### config.mk
export PLATFORM = sky130hd
export DESIGN_NAME = gate_bit_arb_flat
export DESIGN_NICKNAME = d
export VERILOG_FILES = /design/src/rtl/gate_bit_arb_if.sv /design/src/rtl/gate_bit_arb.sv /design/src/flat_wrapper.sv
export SDC_FILE = /design/constraint.sdc
export NUM_CORES = 1
export LEC_CHECK = 0
export ABC_CLOCK_PERIOD_IN_PS = 3900
export CAP_MARGIN = 20
export CORE_MARGIN = 1.5
export CORE_UTILIZATION = 36
export CTS_BUF_LIST = sky130_fd_sc_hd__clkbuf_8 sky130_fd_sc_hd__clkbuf_16
export CTS_CLUSTER_DIAMETER = 120
export DETAILED_ROUTE_END_ITERATION = 7
export PLACE_DENSITY = 0.75
export RECOVER_POWER = 100
export SKIP_LAST_GASP = 1
export SYNTH_ARGS = -nofsm -noshare
export SYNTH_HDL_FRONTEND = slang
export SYNTH_SLANG_ARGS = --single-unit
### constraint.sdc
create_clock -name CLK -period 3.9 [get_ports CLK]
set_input_delay 0.39 -clock CLK [delete_from_list [all_inputs] [get_ports CLK]]
set_output_delay 0.39 -clock CLK [all_outputs]
set_load 0.01 [all_outputs]
### src/rtl/gate_bit_arb_if.sv
// Request/result bundle between client control FSMs and the shared gate arbiter.
interface gate_bit_arb_if #(
   parameter int C_REQUESTERS = 4,
   parameter int C_INPUTS     = 8
);
   localparam int W = (C_REQUESTERS > 1) ? $clog2(C_REQUESTERS) : 1;

   logic                             CE;
   logic                             FLUSH;
   logic [C_REQUESTERS-1:0]          REQ;
   logic [C_REQUESTERS*C_INPUTS-1:0] REQ_DATA;
   logic [C_REQUESTERS*C_INPUTS-1:0] REQ_INV;
   logic [C_REQUESTERS*3-1:0]        REQ_TYPE;
   logic [C_REQUESTERS-1:0]          GNT;
   logic                             RES_VALID;
   logic                             RES_BIT;
   logic [W-1:0]                     RES_ID;
   logic                             RES_ERR;
   logic                             BUSY;

   modport master (
      output CE, FLUSH, REQ, REQ_DATA, REQ_INV, REQ_TYPE,
      input  GNT, RES_VALID, RES_BIT, RES_ID, RES_ERR, BUSY
   );

   modport slave (
      input  CE, FLUSH, REQ, REQ_DATA, REQ_INV, REQ_TYPE,
      output GNT, RES_VALID, RES_BIT, RES_ID, RES_ERR, BUSY
   );
endinterface

### src/rtl/gate_bit_arb.sv
// Round-robin arbiter feeding one shared, pipelined reduction-gate unit;
// results come back tagged with the requester index.
module gate_bit_arb #(
   parameter int C_REQUESTERS  = 4,
   parameter int C_INPUTS      = 8,
   parameter int C_PIPE_STAGES = 2
) (
   input  logic          CLK,
   input  logic          ACLR_N,
   gate_bit_arb_if.slave bus
);
   localparam int N = C_REQUESTERS;
   localparam int W = (N > 1) ? $clog2(N) : 1;
   localparam int P = C_PIPE_STAGES;

   logic [W-1:0]          ptr_q;
   logic [W-1:0]          ptr_nxt;
   logic [W-1:0]          gnt_sel;
   logic                  found;
   logic [N-1:0]          gnt;
   logic                  accept;
   logic [C_INPUTS-1:0]   sel_data;
   logic [C_INPUTS-1:0]   sel_inv;
   logic [C_INPUTS-1:0]   operand;
   logic [2:0]            sel_type;
   logic                  eval_bit;
   logic                  eval_err;

   logic [P:0]            vld_q;
   logic [P:0]            bit_q;
   logic [P:0]            err_q;
   logic [W-1:0]          id_q [0:P];

   // Scan from ptr_q upward with wrap; first asserted request wins.
   always_comb begin
      found   = 1'b0;
      gnt_sel = '0;
      for (int k = 0; k < N; k++) begin
         for (int i = 0; i < N; i++) begin
            if (!found && bus.REQ[i] && (i == (int'(ptr_q) + k) % N)) begin
               found   = 1'b1;
               gnt_sel = W'(i);
            end
         end
      end
      gnt = '0;
      for (int i = 0; i < N; i++) begin
         gnt[i] = found && ACLR_N && bus.CE && !bus.FLUSH && (gnt_sel == W'(i));
      end
   end

   assign accept  = |(bus.REQ & gnt);
   assign ptr_nxt = (gnt_sel == W'(N - 1)) ? '0 : gnt_sel + 1'b1;

   always_comb begin
      sel_data = '0;
      sel_inv  = '0;
      sel_type = '0;
      for (int i = 0; i < N; i++) begin
         if (gnt_sel == W'(i)) begin
            sel_data = bus.REQ_DATA[i*C_INPUTS +: C_INPUTS];
            sel_inv  = bus.REQ_INV[i*C_INPUTS +: C_INPUTS];
            sel_type = bus.REQ_TYPE[i*3 +: 3];
         end
      end
   end

   // Plain reduction operators keep 4-state X masking: a dominant bit hides X.
   assign operand = sel_data ^ sel_inv;

   always_comb begin
      eval_bit = 1'b0;
      eval_err = 1'b0;
      case (sel_type)
         3'd0:    eval_bit = &operand;
         3'd1:    eval_bit = ~&operand;
         3'd2:    eval_bit = |operand;
         3'd3:    eval_bit = ~|operand;
         3'd4:    eval_bit = ^operand;
         3'd5:    eval_bit = ~^operand;
         default: eval_err = 1'b1;
      endcase
   end

   always_ff @(posedge CLK or negedge ACLR_N) begin
      if (!ACLR_N) begin
         ptr_q <= '0;
         vld_q <= '0;
         bit_q <= '0;
         err_q <= '0;
         for (int s = 0; s <= P; s++) id_q[s] <= '0;
      end else if (bus.FLUSH) begin
         // Data/ID stages are left stale on purpose; only valid bits matter.
         vld_q <= '0;
         ptr_q <= '0;
      end else if (bus.CE) begin
         vld_q[0] <= accept;
         if (accept) begin
            bit_q[0] <= eval_bit;
            err_q[0] <= eval_err;
            id_q[0]  <= gnt_sel;
            ptr_q    <= ptr_nxt;
         end
         for (int s = 1; s <= P; s++) begin
            vld_q[s] <= vld_q[s-1];
            bit_q[s] <= bit_q[s-1];
            err_q[s] <= err_q[s-1];
            id_q[s]  <= id_q[s-1];
         end
      end
   end

   assign bus.GNT       = gnt;
   assign bus.RES_VALID = vld_q[P];
   assign bus.RES_BIT   = bit_q[P];
   assign bus.RES_ERR   = err_q[P];
   assign bus.RES_ID    = id_q[P];
   assign bus.BUSY      = |vld_q;
endmodule

### src/flat_wrapper.sv
// flat-port wrapper written by rule: the top's interface ports become plain ports
module gate_bit_arb_flat 
#(
   parameter int C_REQUESTERS  = 4,
   parameter int C_INPUTS      = 8,
   parameter int C_PIPE_STAGES = 2
)
  (CLK, ACLR_N, bus_CE, bus_FLUSH, bus_REQ, bus_REQ_DATA, bus_REQ_INV, bus_REQ_TYPE, bus_GNT, bus_RES_VALID, bus_RES_BIT, bus_RES_ID, bus_RES_ERR, bus_BUSY);
  gate_bit_arb_if #(.C_REQUESTERS(C_REQUESTERS), .C_INPUTS(C_INPUTS)) bus_i ();
  input  logic CLK;
  input  logic ACLR_N;
  input wire logic [$bits(bus_i.CE)-1:0] bus_CE;
  input wire logic [$bits(bus_i.FLUSH)-1:0] bus_FLUSH;
  input wire logic [$bits(bus_i.REQ)-1:0] bus_REQ;
  input wire logic [$bits(bus_i.REQ_DATA)-1:0] bus_REQ_DATA;
  input wire logic [$bits(bus_i.REQ_INV)-1:0] bus_REQ_INV;
  input wire logic [$bits(bus_i.REQ_TYPE)-1:0] bus_REQ_TYPE;
  output wire logic [$bits(bus_i.GNT)-1:0] bus_GNT;
  output wire logic [$bits(bus_i.RES_VALID)-1:0] bus_RES_VALID;
  output wire logic [$bits(bus_i.RES_BIT)-1:0] bus_RES_BIT;
  output wire logic [$bits(bus_i.RES_ID)-1:0] bus_RES_ID;
  output wire logic [$bits(bus_i.RES_ERR)-1:0] bus_RES_ERR;
  output wire logic [$bits(bus_i.BUSY)-1:0] bus_BUSY;
  assign bus_i.CE = bus_CE;
  assign bus_i.FLUSH = bus_FLUSH;
  assign bus_i.REQ = bus_REQ;
  assign bus_i.REQ_DATA = bus_REQ_DATA;
  assign bus_i.REQ_INV = bus_REQ_INV;
  assign bus_i.REQ_TYPE = bus_REQ_TYPE;
  assign bus_GNT = bus_i.GNT;
  assign bus_RES_VALID = bus_i.RES_VALID;
  assign bus_RES_BIT = bus_i.RES_BIT;
  assign bus_RES_ID = bus_i.RES_ID;
  assign bus_RES_ERR = bus_i.RES_ERR;
  assign bus_BUSY = bus_i.BUSY;
  gate_bit_arb #(.C_REQUESTERS(C_REQUESTERS), .C_INPUTS(C_INPUTS), .C_PIPE_STAGES(C_PIPE_STAGES)) u_core (.CLK(CLK), .ACLR_N(ACLR_N), .bus(bus_i));
endmodule
# After elaboration in Yosys (flattened, before gate mapping)
# Index checks and enable logic that the tools add are counted.
# word_totals
output_inout_bits	10
reg_bits	17
word_cells	167
inputBits	84
# classes
mux	51
n_eq_ne	20
addsub	4
bitwise	6
reduce_logical	77
# ops
operator	n
32-bit zero test	4
8-bit two-way mux	8
1-bit logical AND	38
2-bit two-way mux	18
3-bit equality test (first input constant)	6
1-bit zero test	18
1-bit two-way mux	18
3-bit two-way mux	6
2-bit by 3-bit equality test with 1-bit output (first input constant)	3
8-bit AND reduction	1
8-bit OR reduction	1
8-bit XNOR reduction	1
8-bit parity	1
8-bit bitwise XOR	1
3-bit by 2-bit equality test with 1-bit output (second input constant)	2
3-bit equality test (second input constant)	2
1-bit case mux with 6 select lines	1
2-bit OR reduction	3
6-bit OR reduction	1
2-bit by 1-bit adder with 2-bit output (second input constant)	2
2-bit adder (second input constant)	2
4-bit AND	1
2-bit equality test (first input constant)	2
2-bit equality test (second input constant)	2
other kinds (12)	16

# Depth between registers and ports, before layout
# Gate-level depths: netlist (run 1).
# logic_depth
ltp_word	72
depth_mapped	18
depth_no_buf	17

# Worst setup path after synthesis (run 1)
# Ideal clock, no wire load.
# synth_timing
path_kind	input to register
start	input port bus_REQ[0]
end	register u_core.bit_q[0]
stages	18
path_buffers	2
required_ps	3774
t_arrival_ps	3235
setup_time_ps	126
slack_ps	539
cell_sequence	nor2b_1 -> a21oi_1 -> o22ai_1 -> a31oi_1 -> inv_1 -> ha_1 -> buf_2 -> buf_1 -> a221oi_1 -> a211oi_1 -> a21oi_1 -> inv_1 -> ha_1 -> xnor2_1 -> xnor2_1 -> xnor2_1 -> o31ai_1 -> o32a_1
# synth_via
elab_chain_len	71
word_cells_on_any_way	117
cone_classes	eq/ne: 8; mux: 44; bitwise: 2; reduce/logical: 63
# synth_rtl
element	line	source
start: declaration	flat_wrapper.sv:14	input wire logic [$bits(bus_i.REQ)-1:0] bus_REQ;
1-bit logical AND	gate_bit_arb.sv:40	if (!found && bus.REQ[i] && (i == (int'(ptr_q) + k) % N)) begin
1-bit two-way mux	gate_bit_arb.sv:40	
1-bit zero test	gate_bit_arb.sv:40	
1-bit logical AND (2 in a row)	gate_bit_arb.sv:40	
1-bit two-way mux	gate_bit_arb.sv:40	
1-bit zero test	gate_bit_arb.sv:40	
1-bit logical AND (2 in a row)	gate_bit_arb.sv:40	
1-bit two-way mux	gate_bit_arb.sv:40	
[... 51 more ...]	-	
2-bit two-way mux *	gate_bit_arb.sv:40	
net u_core.gnt_sel[0]	gate_bit_arb.sv:18	logic [W-1:0] gnt_sel;
2-bit zero test	gate_bit_arb.sv:48, gate_bit_arb.sv:60	
8-bit two-way mux (4 in a row)	gate_bit_arb.sv:60	if (gnt_sel == W'(i)) begin
8-bit bitwise XOR	gate_bit_arb.sv:69	assign operand = sel_data ^ sel_inv;
8-bit OR reduction / 8-bit AND reduction (equally long branches)	-	
1-bit zero test, on equally long branches	gate_bit_arb.sv:78, gate_bit_arb.sv:76	
1-bit case mux with 6 select lines	gate_bit_arb.sv:74	case (sel_type)
end signal: assignment	gate_bit_arb.sv:99	bit_q[0] <= eval_bit;
end signal: indexed assignment	gate_bit_arb.sv:106	bit_q[s] <= bit_q[s-1];
end: declaration	gate_bit_arb.sv:30	logic [P:0] bit_q;
# Mark *: on every way through the listed nets, which the timed path passes. The rest lies on a longest branch.
# A chain may end at the register's enable or synchronous reset.

# Worst setup path after layout (run 1)
# Same ends and word-level chain as after synthesis.

==> flow_summary.yaml, run 1 <==
floorplan:
  num_rows: 24
  start_util: 0.382
  core_sq_um: 4470
  dieHeight_microns: 71.9
  io_pins: 94
  dieArea_sq_um: 5170
  die_w_microns: 71.9
final_layout:
  syn2layout_area_growth_pct: 65.3
  nets: 380
  mostFrequentLayoutCell: "clkdlybuf4s50_1"
  mostFrequentLayoutCells: "clkdlybuf4s50_1, xor2_1, dfrtp_1"
  fin_cells: 335
  fillers: 403
  diodes: 0
  utilization: 0.632
  drive_above_1_share: 0.141
sta:
  hold_viol: 0
  slew_headroom: 0.396
  max_freq_ghz: 0.276
  worstMarginPinSlew_ns: 0.906
  slew_violations: 0
  skew_ns: 0.00410
  timing.final.ws_setup_ns: 0.280
  rsz0062_at_grt: "no"
  fin_crit_ns: 3.62
  setup_viol: 0
  period_share: 0.928
  hold_ws_ns: 0.498
critical_path:
  cp-end-kind: "flop"
  worst-setup-path-type: "in2reg"
  cp-start-kind: "input pin"
  cp_max_fo: 8
  worstPathArrival_ns: 3.76
  crit_required_ns: 4.04
cts:
  cts_tree: "done"
  cts_hold_buf: 0
  htree_levels: 1
  numCtsBuffers: 3
  ctsRootBufferMaster: "clkbuf_8"
  post-cts-setup-buffer-count: 0
  clock_latency_ns: 0.25
  clk_path_buf_depth: 2
  cts.reportedPaths.clkPinSlew_ns: 0.07
  clock_sinks: 17
global_routing:
  first_global_vias: 1758
  grt_first_pass_wirelength_microns: 8110
  grt_remaining_overflow: 0
  grt_max_degree: 19
  antenna_found_initial: 0
  grt_util_all_layers: 0.199
yosys:
  yosysSeqAreaShare: 0.249
  synthFlopType: "dfrtp_1"
  synth_edf_count: 0
  async_reset_ff_frac: 1.00
  synth_top_area_frac: 0.249
  syn_area_per_cell_sq_um: 9.56
  synth.distinct_cells: 39
  ys_top_cells_by_area: "dfrtp_1, xor2_1, ha_1"
  synth_seq_cells: 17
  synthesis.nets: 275
  syn-cell-area_sq_um: 1710
  yosysWarnings: 0
  synthCells: 179
  yosysTopAreaCell: "dfrtp_1"
place:
  io_buffers: 93
  place_ws_ns: -0.0896
  place.gp.congestion: 0.762
  hpwlAfterDp_microns: 4150
  place_inst: 331
drt:
  drc_errors: 0
  drtPass1Iterations: 4
  routedWlPerCell_microns: 14.7
  postRouteAntennaNets: 0
  vias: 1689
  drtIter0Drc: 104
  routed_via_density: 5.04
  wirelength_microns: 4910
job:
  drv_cap: 0
power_and_ir_drop:
  leakage_nw: 1.27
  peakVddDrop_mv: 0.200
  total_power_mw: 0.848
  powerDensity_nw_per_um2: 300
hold_path:
  hp-class: "reg2reg"
run_status:
  status: "finished clean"
report_power, final:
part | internal, mW | switching [mW] | leakage [nW]
combinational | 0.277 | 0.191 | 1.02
sequential | 0.227 | 0.0237 | 0.222
clock | 0.0709 | 0.0583 | 0.0255
flip-flops by register name, indices dropped and copies added (netlist names):
register and flops:
u_core.vld_q 3, u_core.bit_q 3, u_core.ptr_q 2, u_core.bus.RES_ID 2, u_core.id_q 4, u_core.err_q 3
final cells by class:
class,count,area (sq um),share of cell area
Clock buffer,3,41.3,0.0146
Clock inverter,1,5.00,0.00177
Inverter,14,52.6,0.0186
Multi-Input combinational cell,138,1190,0.421
Sequential cell,17,425,0.151
Tap cell,52,65.1,0.0230
Timing Repair Buffer,110,1050,0.371
stage by stage:
step	setup TNS, ns	instance area, sq um
after floorplan	0	1710
after global placement	0	2780
after detailed placement	-0.0896	2780
after CTS	0	2820
after global routing	0	2830
final	0	2830
critical path, stage by stage:
cell and delay (ns):
clkdlybuf4s50_1 0.46, nor2b_1 0.17, a21oi_1 0.11, o22ai_1 0.10
a31oi_2 0.26, inv_1 0.10, ha_1 0.21, nor2b_4 0.16
a221oi_1 0.33, a211oi_1 0.10, a21oi_1 0.17, inv_1 0.06
ha_1 0.28, xnor2_1 0.17, xnor2_1 0.15, xnor2_1 0.14
o31ai_1 0.09, o32a_1 0.30
worst paths after layout:
check	depth (start not counted)	slack, ns	startpoint	end
max in group asynchronous	2	2.57	ACLR_N	u_core.bus.RES_ID[1]
min	1	0.50	u_core.err_q[2]	u_core.err_q[2]
min in group asynchronous	2	0.78	ACLR_N	u_core.vld_q[0]
max reg2reg	16	0.50	u_core.ptr_q[1]	u_core.bit_q[0]
max	18	0.28	bus_REQ[0]	u_core.bit_q[0]
min reg2reg	1	0.50	u_core.err_q[2]	u_core.err_q[2]
logic make-up after synthesis:
logic type,synth area share
adder cells (fa/ha/maj),0.0878
AO/OA/AOI/OAI,0.203
AND/OR/NAND/NOR,0.110
buffers and inverters,0.0644
flip-flops,0.249
XOR/XNOR,0.184
multiplexers,0.102
Yosys cell counts (all sizes together) (2+ instances only):
library cell / number
mux2: 11
a211oi: 12
xnor2: 11
nor2: 5
nand2b: 2
buf: 9
ha: 12
dfrtp: 17
nor3b: 3
nand3b: 2
and3: 2
inv: 14
mux2i: 5
a21oi: 7
a22oi: 3
o21ai: 2
nor2b: 5
a21o: 8
and2: 4
xor2: 25
a221oi: 8
repair_timing:
item	4_1_cts	5_1_grt
endpoints found under the hold margin	0	0
resized for setup	0	4
endpoints found under the setup margin	0	1
per-layer routing:
layer  up-vias  global-route usage  share of wire
li1        842                   -              -
met1       781               0.266           0.45
met2        54               0.337           0.48
met3        12              0.0333          0.048
met4         0              0.0482          0.020
met5         -                   0              0
No activity file was read; power rests on OpenSTA's default activity.
==> run 2, diff against run 1 <==
--- a/config.mk
+++ b/config.mk
@@ -18,3 +18,4 @@
 export SYNTH_ARGS = -nofsm -noshare
 export SYNTH_HDL_FRONTEND = slang
 export SYNTH_SLANG_ARGS = --single-unit
+export TNS_END_PERCENT = 100
==> results of run 2 <==
No change in the layout: final DEF, timing and power equal those of run 1.
==> run 3, diff against run 2 <==
--- a/config.mk
+++ b/config.mk
@@ -7,11 +7,12 @@
 export LEC_CHECK = 0
 export ABC_CLOCK_PERIOD_IN_PS = 3900
 export CAP_MARGIN = 20
-export CORE_MARGIN = 1.5
+export CORE_MARGIN = 3
 export CORE_UTILIZATION = 36
 export CTS_BUF_LIST = sky130_fd_sc_hd__clkbuf_8 sky130_fd_sc_hd__clkbuf_16
 export CTS_CLUSTER_DIAMETER = 120
 export DETAILED_ROUTE_END_ITERATION = 7
+export HOLD_SLACK_MARGIN = 0.05
 export PLACE_DENSITY = 0.75
 export RECOVER_POWER = 100
 export SKIP_LAST_GASP = 1
==> flow_summary.yaml, run 3 (same netlist as run 1, synthesis figures left out) <==
sta:
  max_freq_ghz: 0.275
  skew_ns: 0.00225
  slew_violations: 0
  timing.final.ws_setup_ns: 0.266
  rsz0062_at_grt: "no"
  worstMarginPinSlew_ns: 0.921
  slew_headroom: 0.386
  hold_viol: 0
  fin_crit_ns: 3.63
  period_share: 0.932
  setup_viol: 0
  hold_ws_ns: 0.497
critical_path:
  cp-start-kind: "input pin"
  cp_max_fo: 8
  r2r_start: "u_core.ptr_q[0]"
  cp-end-kind: "flop"
  worstPathArrival_ns: 3.77
  timing.rr.end: "u_core.bit_q[0]"
  rr_worst_depth: 16
  worst-setup-path-type: "in2reg"
  crit_required_ns: 4.03
  r2r_slack_ns: 0.56
place:
  hpwlAfterDp_microns: 4410
  place_ws_ns: -0.147
  io_buffers: 93
  place.gp.congestion: 0.778
drt:
  drtPass1Iterations: 4
  wirelength_microns: 5150
  routedWlPerCell_microns: 15.5
  vias: 1635
  drtIter0Drc: 77
  drc_errors: 0
  routed_via_density: 4.92
  postRouteAntennaNets: 0
final_layout:
  mostFrequentLayoutCells: "clkdlybuf4s50_1, xor2_1, dfrtp_1"
  seqCellArea_sq_um: 425
  multi_input_area_sq_um: 1190
  drive_above_1_share: 0.136
  fillers: 403
  syn2layout_area_growth_pct: 64.9
  nets: 377
  mostFrequentLayoutCell: "clkdlybuf4s50_1"
  diodes: 0
  largest_reg_flops: 4
  top_register: "u_core.id_q"
  utilization: 0.630
power_and_ir_drop:
  p_switching_mw: 0.275
  leakage_nw: 1.25
  p_int_mw: 0.575
  p_seq_frac: 0.297
  powerDensity_nw_per_um2: 302
  p_clk_frac: 0.144
  peakVddDrop_mv: 0.230
  sw_frac_of_total: 0.324
  combinationalPowerShare: 0.559
floorplan:
  dieHeight_microns: 74.9
  dieArea_sq_um: 5610
  num_rows: 24
  core_sq_um: 4470
  die_w_microns: 74.9
  io_pins: 94
  start_util: 0.382
global_routing:
  antenna_found_initial: 0
  grt_max_degree: 26
  grt_remaining_overflow: 0
  grt_util_all_layers: 0.179
  grt_first_pass_wirelength_microns: 7680
  first_global_vias: 1589
cts:
  cts_tree: "done"
  clk_path_buf_depth: 2
  numCtsBuffers: 3
  clock_latency_ns: 0.25
  ctsRootBufferMaster: "clkbuf_8"
  cts_hold_buf: 0
  clock_sinks: 17
  cts.reportedPaths.clkPinSlew_ns: 0.06
  htree_levels: 1
job:
  drv_cap: 0
hold_path:
  min_path_cells: 1
  min_to: "u_core.err_q[2]"
  min-delay-start: "u_core.err_q[2]"
  hp-class: "reg2reg"
run_status:
  status: "finished clean"
==> run 3: changes by cell type in the layout (fill, tap and decap cells not counted), sizes merged <==
cell / previous run / this run
dlygate4sd3: 11 / 10
clkbuf: 6 / 5
buf: 14 / 12
clkdlybuf4s50: 82 / 83
clkinv: 1 / 0
inv: 14 / 15
==> run 3: stage by stage <==
step | power (mW) | cells | cell area (sq um) | setup TNS (ns)
6_report | 0.850 | 332 | 2820 | 0
5_1_grt | 0.910 | 332 | 2820 | 0
4_1_cts | 0.856 | 331 | 2800 | 0
3_5_place_dp | 0.731 | 327 | 2760 | -0.147
3_3_place_gp | 0.717 | 327 | 2760 | 0
2_1_floorplan | 0.534 | 179 | 1710 | 0
==> run 3: what timing repair did <==
action	4_1_cts	5_1_grt
endpoints found under the setup margin	0	1
gates resized for setup	0	4
buffers inserted	0	1
==> run 3: layout make-up <==
cell class                 instances  share of cell area
clock inverter                     1             0.00133
clock buffer                       3              0.0146
multi-input combinational        138               0.422
timing repair buffer             107               0.369
inverter                          14              0.0186
tap                               52              0.0231
sequential                        17               0.151
==> run 3: power by group through the flow <==
stage	sequential (mW)	combinational (mW)	clock (mW)
floorplan	0.253	0.281	0
global placement	0.255	0.462	0
detailed placement	0.257	0.474	0
CTS	0.254	0.477	0.126
global route	0.260	0.517	0.133
finish	0.253	0.475	0.123
==> run 3: worst max-delay path by stage <==
stage               start              end  slack (ns)  depth (start not counted)
3_3_place_gp   bus_REQ[0]  u_core.bit_q[0]        0.03                         17
3_5_place_dp   bus_REQ[0]  u_core.bit_q[0]       -0.15                         17
2_1_floorplan  bus_REQ[0]  u_core.bit_q[0]        0.54                         18
5_1_grt        bus_REQ[0]  u_core.bit_q[0]       0.007                         17
6_report       bus_REQ[0]  u_core.bit_q[0]        0.27                         17
4_1_cts        bus_REQ[0]  u_core.bit_q[0]        0.09                         17
==> run 3: critical path, stage by stage <==
cell and delay, ns:
clkdlybuf4s50_1 0.45, nor2b_1 0.16, a21oi_1 0.12, o22ai_1 0.10, a31oi_2 0.22, inv_1 0.09, ha_1 0.20, nor2b_2 0.21
a221oi_1 0.36, a211oi_1 0.10, a21o_1 0.18, ha_1 0.30, xor2_1 0.18, xnor2_1 0.19, xnor2_1 0.14, o31ai_1 0.08
o32a_1 0.29
==> run 3: layer usage <==
metal  track usage  vias to the layer above  wire, microns
li1              -                      841              -
met1         0.237                      765           2250
met2         0.325                       29           2700
met3        0.0240                        0            197
met4       0.00593                        0              0
met5             0                        -              0
